File: config.mk
export PLATFORM = sky130hd
export DESIGN_NAME = program_loader
export DESIGN_NICKNAME = d
export VERILOG_FILES = /design/src/rtl/loader_pkg.sv /design/src/rtl/word_assembler.sv /design/src/rtl/program_loader.sv
export SDC_FILE = /design/constraint.sdc
export NUM_CORES = 1
export LEC_CHECK = 0
export ABC_AREA = 1
export ABC_CLOCK_PERIOD_IN_PS = 7200
export CAP_MARGIN = 40
export CORE_MARGIN = 1.5
export CORE_UTILIZATION = 55
export DETAILED_ROUTE_END_ITERATION = 8
export PLACE_DENSITY = 0.89
export SLEW_MARGIN = 20
export SYNTH_ARGS = -nofsm -noshare
export SYNTH_HDL_FRONTEND = slang
export SYNTH_SLANG_ARGS = --single-unit
File: constraint.sdc
create_clock -name clk -period 7.2 [get_ports clk]
set_input_delay 1.8 -clock clk [delete_from_list [all_inputs] [get_ports clk]]
set_output_delay 1.8 -clock clk [all_outputs]
set_load 0.05 [all_outputs]
File: src/rtl/loader_pkg.sv
// Shared types and constants for the boot-time program loader.
// Combinational only: no latency, no flow control.
// Defines the loader FSM states and the byte/word geometry of the input stream.
//
// Contents:
//   BYTES_PER_WORD  bytes per assembled memory word (count word and data words)
//   LOADER_BYTE_W   width of one stream byte
//   LOADER_WORD_W   width of one assembled word
//   state_e         loader FSM states
package loader_pkg;

    localparam int BYTES_PER_WORD = 4;
    localparam int LOADER_BYTE_W  = 8;
    localparam int LOADER_WORD_W  = BYTES_PER_WORD * LOADER_BYTE_W;

    // COUNT : collecting the 4-byte word count
    // DATA  : collecting the 4 bytes of the next data word
    // WRITE : single-cycle memory write strobe, input back-pressured
    // DONE  : load finished, CPU released, terminal until reset
    // ERROR : word count larger than the memory, terminal until reset
    typedef enum logic [2:0] {
        COUNT = 3'd0,
        DATA  = 3'd1,
        WRITE = 3'd2,
        DONE  = 3'd3,
        ERROR = 3'd4
    } state_e;

endpackage : loader_pkg

File: src/rtl/word_assembler.sv
// Packs a byte stream into little-endian 32-bit words.
// Latency: word/word_valid are combinational with the strobe of the 4th byte.
// Backpressure: none; the caller only strobes bytes it has actually accepted.
//
// Ports:
//   clk         rising-edge clock
//   rst         asynchronous active-low reset
//   byte_stb    one accepted byte this cycle
//   byte_dat    accepted byte payload
//   clear       drop any partial word and restart at byte 0
//   word        assembled word, including the byte being strobed this cycle
//   word_valid  one-cycle pulse on the strobe that completes a word
module word_assembler
    import loader_pkg::*;
(
    input  logic                     clk,
    input  logic                     rst,
    input  logic                     byte_stb,
    input  logic [LOADER_BYTE_W-1:0] byte_dat,
    input  logic                     clear,
    output logic [LOADER_WORD_W-1:0] word,
    output logic                     word_valid
);

    logic [1:0]               byte_idx_q;
    logic [1:0]               byte_idx_d;
    logic [LOADER_WORD_W-1:0] asm_q;
    logic [LOADER_WORD_W-1:0] asm_d;

    // The byte being strobed is merged combinationally so the completed word
    // is available in the same cycle its last byte is accepted; this is what
    // lets the loader enter WRITE on that very edge.
    always_comb begin
        byte_idx_d = byte_idx_q;
        asm_d      = asm_q;
        if (clear) begin
            byte_idx_d = 2'd0;
            asm_d      = '0;
        end else if (byte_stb) begin
            asm_d[int'(byte_idx_q) * LOADER_BYTE_W +: LOADER_BYTE_W] = byte_dat;
            // 2-bit index wraps 3 -> 0 naturally at the end of each word.
            byte_idx_d = byte_idx_q + 2'd1;
        end
    end

    assign word       = asm_d;
    assign word_valid = byte_stb && !clear && (byte_idx_q == 2'd3);

    always_ff @(posedge clk or negedge rst) begin
        if (!rst) begin
            byte_idx_q <= 2'd0;
            asm_q      <= '0;
        end else begin
            byte_idx_q <= byte_idx_d;
            asm_q      <= asm_d;
        end
    end

endmodule : word_assembler

File: src/rtl/program_loader.sv
// Boot-time loader: byte stream -> word count + little-endian words -> main memory.
// Latency: write_enable rises in the cycle right after the edge accepting a word's 4th byte.
// Backpressure: in_ready drops for the single WRITE cycle and permanently in DONE/ERROR.
//
// Ports:
//   clk            rising-edge clock
//   rst            asynchronous active-low reset
//   in_valid       source presents a byte
//   in_data        byte payload
//   in_ready       loader accepts a byte this cycle (COUNT or DATA)
//   write_address  memory word address (base_addr + word index)
//   write_data     memory write data
//   write_enable   one-cycle write strobe
//   cpu_hold       1 keeps the CPU in reset; low only once loading is done
//   done           load complete
//   error          word count exceeded depth
module program_loader
    import loader_pkg::*;
#(
    parameter int          depth     = 2048,
    parameter logic [31:0] base_addr = 32'h0
) (
    input  logic        clk,
    input  logic        rst,
    input  logic        in_valid,
    input  logic [7:0]  in_data,
    output logic        in_ready,
    output logic [31:0] write_address,
    output logic [31:0] write_data,
    output logic        write_enable,
    output logic        cpu_hold,
    output logic        done,
    output logic        error
);

    localparam logic [31:0] DEPTH_W = 32'(depth);

    state_e      state_q;
    state_e      state_d;
    logic [31:0] word_idx_q;
    logic [31:0] word_idx_d;
    logic [31:0] count_q;
    logic [31:0] count_d;
    logic [31:0] waddr_q;
    logic [31:0] waddr_d;
    logic [31:0] wdata_q;
    logic [31:0] wdata_d;

    logic                     byte_stb;
    logic                     asm_clear;
    logic [LOADER_WORD_W-1:0] asm_word;
    logic                     asm_vld;

    // A byte transfer happens only on an accepting cycle; in_data is
    // otherwise ignored.
    assign byte_stb  = in_valid && in_ready;
    // Terminal states keep the assembler empty so nothing stale survives.
    assign asm_clear = (state_q == DONE) || (state_q == ERROR);

    word_assembler u_word_assembler (
        .clk        (clk),
        .rst        (rst),
        .byte_stb   (byte_stb),
        .byte_dat   (in_data),
        .clear      (asm_clear),
        .word       (asm_word),
        .word_valid (asm_vld)
    );

    // ------------------------------------------------------------------
    // State register (plus the datapath registers it steers)
    // ------------------------------------------------------------------
    always_ff @(posedge clk or negedge rst) begin
        if (!rst) begin
            state_q    <= COUNT;
            word_idx_q <= '0;
            count_q    <= '0;
            waddr_q    <= '0;
            wdata_q    <= '0;
        end else begin
            state_q    <= state_d;
            word_idx_q <= word_idx_d;
            count_q    <= count_d;
            waddr_q    <= waddr_d;
            wdata_q    <= wdata_d;
        end
    end

    // ------------------------------------------------------------------
    // Next-state logic
    // ------------------------------------------------------------------
    always_comb begin
        state_d    = state_q;
        word_idx_d = word_idx_q;
        count_d    = count_q;
        waddr_d    = waddr_q;
        wdata_d    = wdata_q;

        unique case (state_q)
            COUNT: begin
                if (asm_vld) begin
                    count_d    = asm_word;
                    word_idx_d = '0;
                    if (asm_word == 32'd0) begin
                        state_d = DONE;
                    end else if (asm_word > DEPTH_W) begin
                        state_d = ERROR;
                    end else begin
                        state_d = DATA;
                    end
                end
            end
            DATA: begin
                // Address and data are captured on the accepting edge so they
                // are already stable while WRITE asserts the strobe; they then
                // hold until the next word completes.
                if (asm_vld) begin
                    wdata_d = asm_word;
                    waddr_d = base_addr + word_idx_q;
                    state_d = WRITE;
                end
            end
            WRITE: begin
                word_idx_d = word_idx_q + 32'd1;
                state_d    = (word_idx_d == count_q) ? DONE : DATA;
            end
            DONE: begin
                state_d = DONE;
            end
            ERROR: begin
                state_d = ERROR;
            end
            default: begin
                state_d = ERROR;
            end
        endcase
    end

    // ------------------------------------------------------------------
    // Output decode
    // ------------------------------------------------------------------
    always_comb begin
        in_ready     = 1'b0;
        write_enable = 1'b0;
        cpu_hold     = 1'b1;
        done         = 1'b0;
        error        = 1'b0;
        unique case (state_q)
            COUNT:   in_ready     = 1'b1;
            DATA:    in_ready     = 1'b1;
            WRITE:   write_enable = 1'b1;
            DONE: begin
                done     = 1'b1;
                cpu_hold = 1'b0;
            end
            ERROR:   error        = 1'b1;
            default: error        = 1'b1;
        endcase
    end

    assign write_address = waddr_q;
    assign write_data    = wdata_q;

endmodule : program_loader

After elaboration in Yosys (flattened, before gate mapping)
Index checks and enable logic that the tools add are counted.
Operators by class
  equality and inequality tests: 8
  muxes and demuxes: 18
  add/sub/neg operators: 3
  $lt $le $gt $ge: 1
  reductions and logical operators: 15
  shift-type cells: 2
Operator list (count)
  32-bit two-way mux: 3
  32-bit one-hot mux with 2 select lines: 1
  5-bit negator with 33-bit output: 1
  8-bit by 33-bit variable shift with 32-bit output (first input constant): 1
  8-bit by 33-bit variable part select with 32-bit output: 1
  32-bit by 1-bit adder with 32-bit output (second input constant): 1
  32-bit bitwise mux: 1
  32-bit equality test: 1
  32-bit by 12-bit greater-than comparator with 1-bit output (second input constant): 1
  32-bit logical NOT: 1
  3-bit two-way mux: 4
  3-bit one-hot mux with 4 select lines: 1
  2-bit AND reduction: 4
  3-bit by 2-bit equality test with 1-bit output (second input constant): 2
  2-bit two-way mux: 3
  1-bit two-way mux: 5
  2-bit inequality test (second input constant): 2
  2-bit nonzero test: 2
  4-bit OR reduction: 1
  3-bit by 1-bit equality test with 1-bit output (second input constant): 1
  3-bit equality test (second input constant): 1
  1-bit logical AND: 3
  3-bit logical NOT: 1
  2-bit by 1-bit adder with 2-bit output (second input constant): 1
  4 further kinds: 4
Word-level totals
  word-level logic and storage cells: 54
  register bits after elaboration: 165
  output and inout bits: 69

Depth between registers and ports, before layout
  word-level depth: 11
  mapped depth: 16
  gate-level depth less buffers: 16

Cells and area by module
Synthesis repeated with hierarchy kept, for this count alone.
Unflattened totals
  cell total of the unflattened synthesis: 1083
  area, all modules: 8446.9 µm²
Modules (own cells, without submodules)
  program_loader: sequential area each 3278.1 µm², cells each 870, instances 1, area an instance 6612.6 µm²
  word_assembler: sequential area each 850.8 µm², cells each 213, instances 1, area an instance 1834.3 µm²

Least setup slack after synthesis
OpenSTA, ideal clock, no wires.
  path type: register to output
  start: register state_q[2]
  end: output port write_enable
  cell stages (with the launch flop): 5
  path slack: 3941 ps
  data arrival time: 1459 ps
  path buffers: 1
  data required time: 5400 ps
  path through: dfrtp_1 inv_2 nand2_1 nor2_1 clkbuf_1
On the way
  cells in the longest elaborated chain, start to end: 2
RTL lines
  from (decl): RTL line program_loader.sv:38  | state_e state_q;
  from (signal assigned): RTL line program_loader.sv:81  | state_q <= state_d;
  3-bit by 2-bit equality test with 1-bit output: RTL line program_loader.sv:148  | unique case (state_q)
  1-bit two-way mux: RTL line program_loader.sv:148
  to (decl): RTL line program_loader.sv:30  | output logic write_enable,
No other way between the ends.

Worst setup path after layout
  start: input port in_valid
  end: register wdata_q[22] (netlist: write_data[22])
On the way
  cells in the longest elaborated chain, start to end: 4
RTL lines
  from (decl): RTL line program_loader.sv:25  | input logic in_valid,
  1-bit logical AND *: RTL line program_loader.sv:56  | assign byte_stb = in_valid && in_ready;
  1-bit logical AND (2 in a row): RTL line word_assembler.sv:47  | assign word_valid = byte_stb && !clear && (byte_idx_q == 2'd3);
  2-bit AND reduction (no source line)
  to (signal assigned): RTL line program_loader.sv:85  | wdata_q <= wdata_d;
  to (decl): RTL line program_loader.sv:46  | logic [31:0] wdata_q;
Mark *: on every way between the ends. The rest lies on a longest branch, timed or not.
A chain may end at the register's enable or synchronous reset.

==> reports/qor.txt <==
outcome -> complete, but fails checks
failing checks -> DRC
Final Critical Period -> 4.28 ns
Port Buf Inserts -> 79
Mapped Area -> 8300 um^2
CP Launch Type -> input pin
wire per inst -> 15.7 um
row cnt -> 44
cell with the most instances after synthesis -> nand2_1
HP Class -> flop to flop
flops & latches, synth -> 165
worst rel slew slack -> 0.495
Largest stage delay, worst path -> 0.57 ns
Max Root-Sink Buffers -> 2
drt total wl -> 21000 um
Crit-path slowest cell -> clkdlybuf4s50_1
GP Congestion -> 0.937
syn nets -> 1086
Final nets -> 1159
TritonCTS Buffers -> 17
setup TNS -> 0 ns
dominant synthesized flop cell -> dfrtp_1
Hold Vio Cnt, Final -> 0
Die X-Extent -> 126 um
vias per cell -> 5.60
cells on worst reg2reg path -> 13
maxcap violations -> 0
clk_lat worst skew -> 0.43 ns
FF-to-FF setup slack -> 4.02 ns
share of layout cells above drive strength 1 -> 0.0616
first-pass GRT wire length -> 34800 um
Fillers -> 1203
CP bufs+invs -> 4
vias -> 7475
Starting Density -> 0.567
Critical Path Fanout Max -> 67
number of DRC markers in iteration 0 -> 775
largest net degree at the start of global routing -> 68
area leader, netlist -> dfrtp_1
fmax -> 234 MHz
area share of the largest cell type after synthesis -> 0.497
Final setup viols -> 0
Die Footprint -> 15800 um^2
clock slew at reported path FFs -> 0.06 ns
most frequent cells after synthesis -> nand2_1, dfrtp_1, inv_1
DRC -> 3
1st-pass router iterations -> 9
stages on the worst setup path -> 9
syn avg cell area -> 7.76 um^2
clock root cell -> clkbuf_16
Crit path max-delay family -> buffers and inverters
reg-to-reg endpoint -> state_q[1]
Worst Clk Skew -> 0.00766 ns
Mapped Cells -> 1069
DP HPWL -> 14900 um
top cells by area, synth -> dfrtp_1, nand2_1, o21ai_0, nand3_1, inv_1
max-slew violation count -> 0
grt ovf -> 0
Post-CTS Hold Fix Bufs -> 0
IO Count -> 80
die height -> 126 um
FF-to-FF Start -> u_word_assembler.byte_idx_q[0]
RSZ-0062 raised after global routing -> no
worst vdd ir -> 0.000244 V
worst path required time -> 7.49 ns
slew at the pin with the worst max-slew slack -> 0.755 ns
register area share after synthesis -> 0.497
crit end category -> flop
fin crit share -> 0.595
asr flop ratio synth -> 1.00
H-tree depth -> 4
initial antenna violation count -> 0
Area Growth Syn to Fin -> 18.5%
remaining antenna violation count -> 0
CTS Sinks -> 165
Core Box Area -> 14600 um^2
vias in the first global route -> 7213
design area -> 9840 um^2
Yosys cell types -> 37
Tot GR Track Use -> 0.277
CP endpoint -> write_data[22]
hold depth -> 2
Post-synth EDFFs -> 0
Core Util, Final -> 0.672
placed inst area -> 9200 um^2
Setup Crit Path Kind -> input pin to flop
critical path launch point -> in_valid
Critical Path AT -> 4.57 ns
Inserted Diodes -> 0
CTS tree -> built
Post-CTS Resized -> 0
Syn. warnings -> 0
WHS -> 0.483 ns
Power, Total -> 4.72 mW
Power Dens Cells -> 480 nW/um^2
CP cell instances -> clkdlybuf4s50_1 -> nand2_8 -> nor2_4 -> inv_1 -> nor2_1 -> clkinv_2 -> buf_4 -> nand2_1 -> o21ai_0
post-CTS setup repair buffer count -> 0
Leak -> 4.75 nW
placed cells by master, fill, tap and decap left out, drive strengths merged, types with 7 or more instances in the layout:
cell type,netlist,layout
nand2,329,329
o21ai,132,132
clkdlybuf4s50,0,78
inv,139,138
o22ai,22,22
nand3,103,103
or2,10,10
clkbuf,20,24
nor2,87,87
buf,13,10
nand3b,7,7
dfrtp,165,165
nand4,9,9
cell families after synthesis:
| group | after synthesis | synth area share |
|---|---|---|
| adders and majority gates | 6 | 0.00904 |
| buffers and inverters | 174 | 0.0859 |
| DFF | 165 | 0.497 |
| xor gates and xnor gates | 7 | 0.0109 |
| AOI/OAI and AO/OA | 171 | 0.113 |
| and+or+nand+nor | 546 | 0.284 |
worst register-to-register path: stages, from the launching register on:
cell,delay (ns)
dfrtp_1,0.62
clkinv_1,0.40
ha_1,0.43
inv_2,0.08
nor2_1,0.36
nand2_1,0.21
o21ai_0,0.23
nand3_1,0.21
nand4_1,0.16
nor2_1,0.09
nand2_1,0.07
nor2_1,0.05
nor2_1,0.09
a21oi_1,0.07
cell type report:
type | count | area [um^2] | area share
flip-flops and latches | 165 | 4130 | 0.420
multi-input cells | 730 | 3460 | 0.351
clock buffers | 24 | 482 | 0.0490
well taps | 184 | 230 | 0.0234
clock inverters | 5 | 75.1 | 0.00763
repair buffers | 88 | 938 | 0.0954
inverters | 140 | 527 | 0.0535
metrics by stage:
step / instances / worst slack, ns
after global routing: 1336 / 2.58
after global placement: 1301 / 2.41
final: 1336 / 2.92
after floorplan: 1069 / 3.94
after CTS: 1332 / 2.86
after detailed placement: 1303 / 2.44
power breakdown:
part | total, mW | leakage (nW) | switching, mW | internal (mW)
clock network | 0.877 | 0.276 | 0.347 | 0.530
logic | 2.26 | 2.31 | 1.54 | 0.722
registers | 1.59 | 2.16 | 0.281 | 1.31
worst min path at each step:
stage	startpoint	to	slack, ns
after floorplan	count_q[26]	count_q[26]	0.45
after global placement	write_address[30]	write_address[30]	0.46
after detailed placement	write_data[7]	write_data[7]	0.48
after CTS	write_address[25]	write_address[25]	0.49
after global routing	write_address[25]	write_address[25]	0.51
final	write_address[22]	write_address[22]	0.48
flip-flops by register name (all words and copies together), names as in the netlist:
signal                       flops
state_q                          3
u_word_assembler.asm_q          32
write_data                      32
write_address                   32
count_q                         32
word_idx_q                      32
u_word_assembler.byte_idx_q      2
metal layers:
metal / wire length (um) / track usage / vias up / share of wire
met3: 1580 / 0.0518 / 55 / 0.075
met1: 8780 / 0.367 / 3512 / 0.42
met2: 10000 / 0.449 / 327 / 0.48
met5: 0 / 0 / - / 0
li1: - / - / 3581 / -
met4: 571 / 0.118 / 0 / 0.027
No activity file was read; power rests on OpenSTA's default activity.
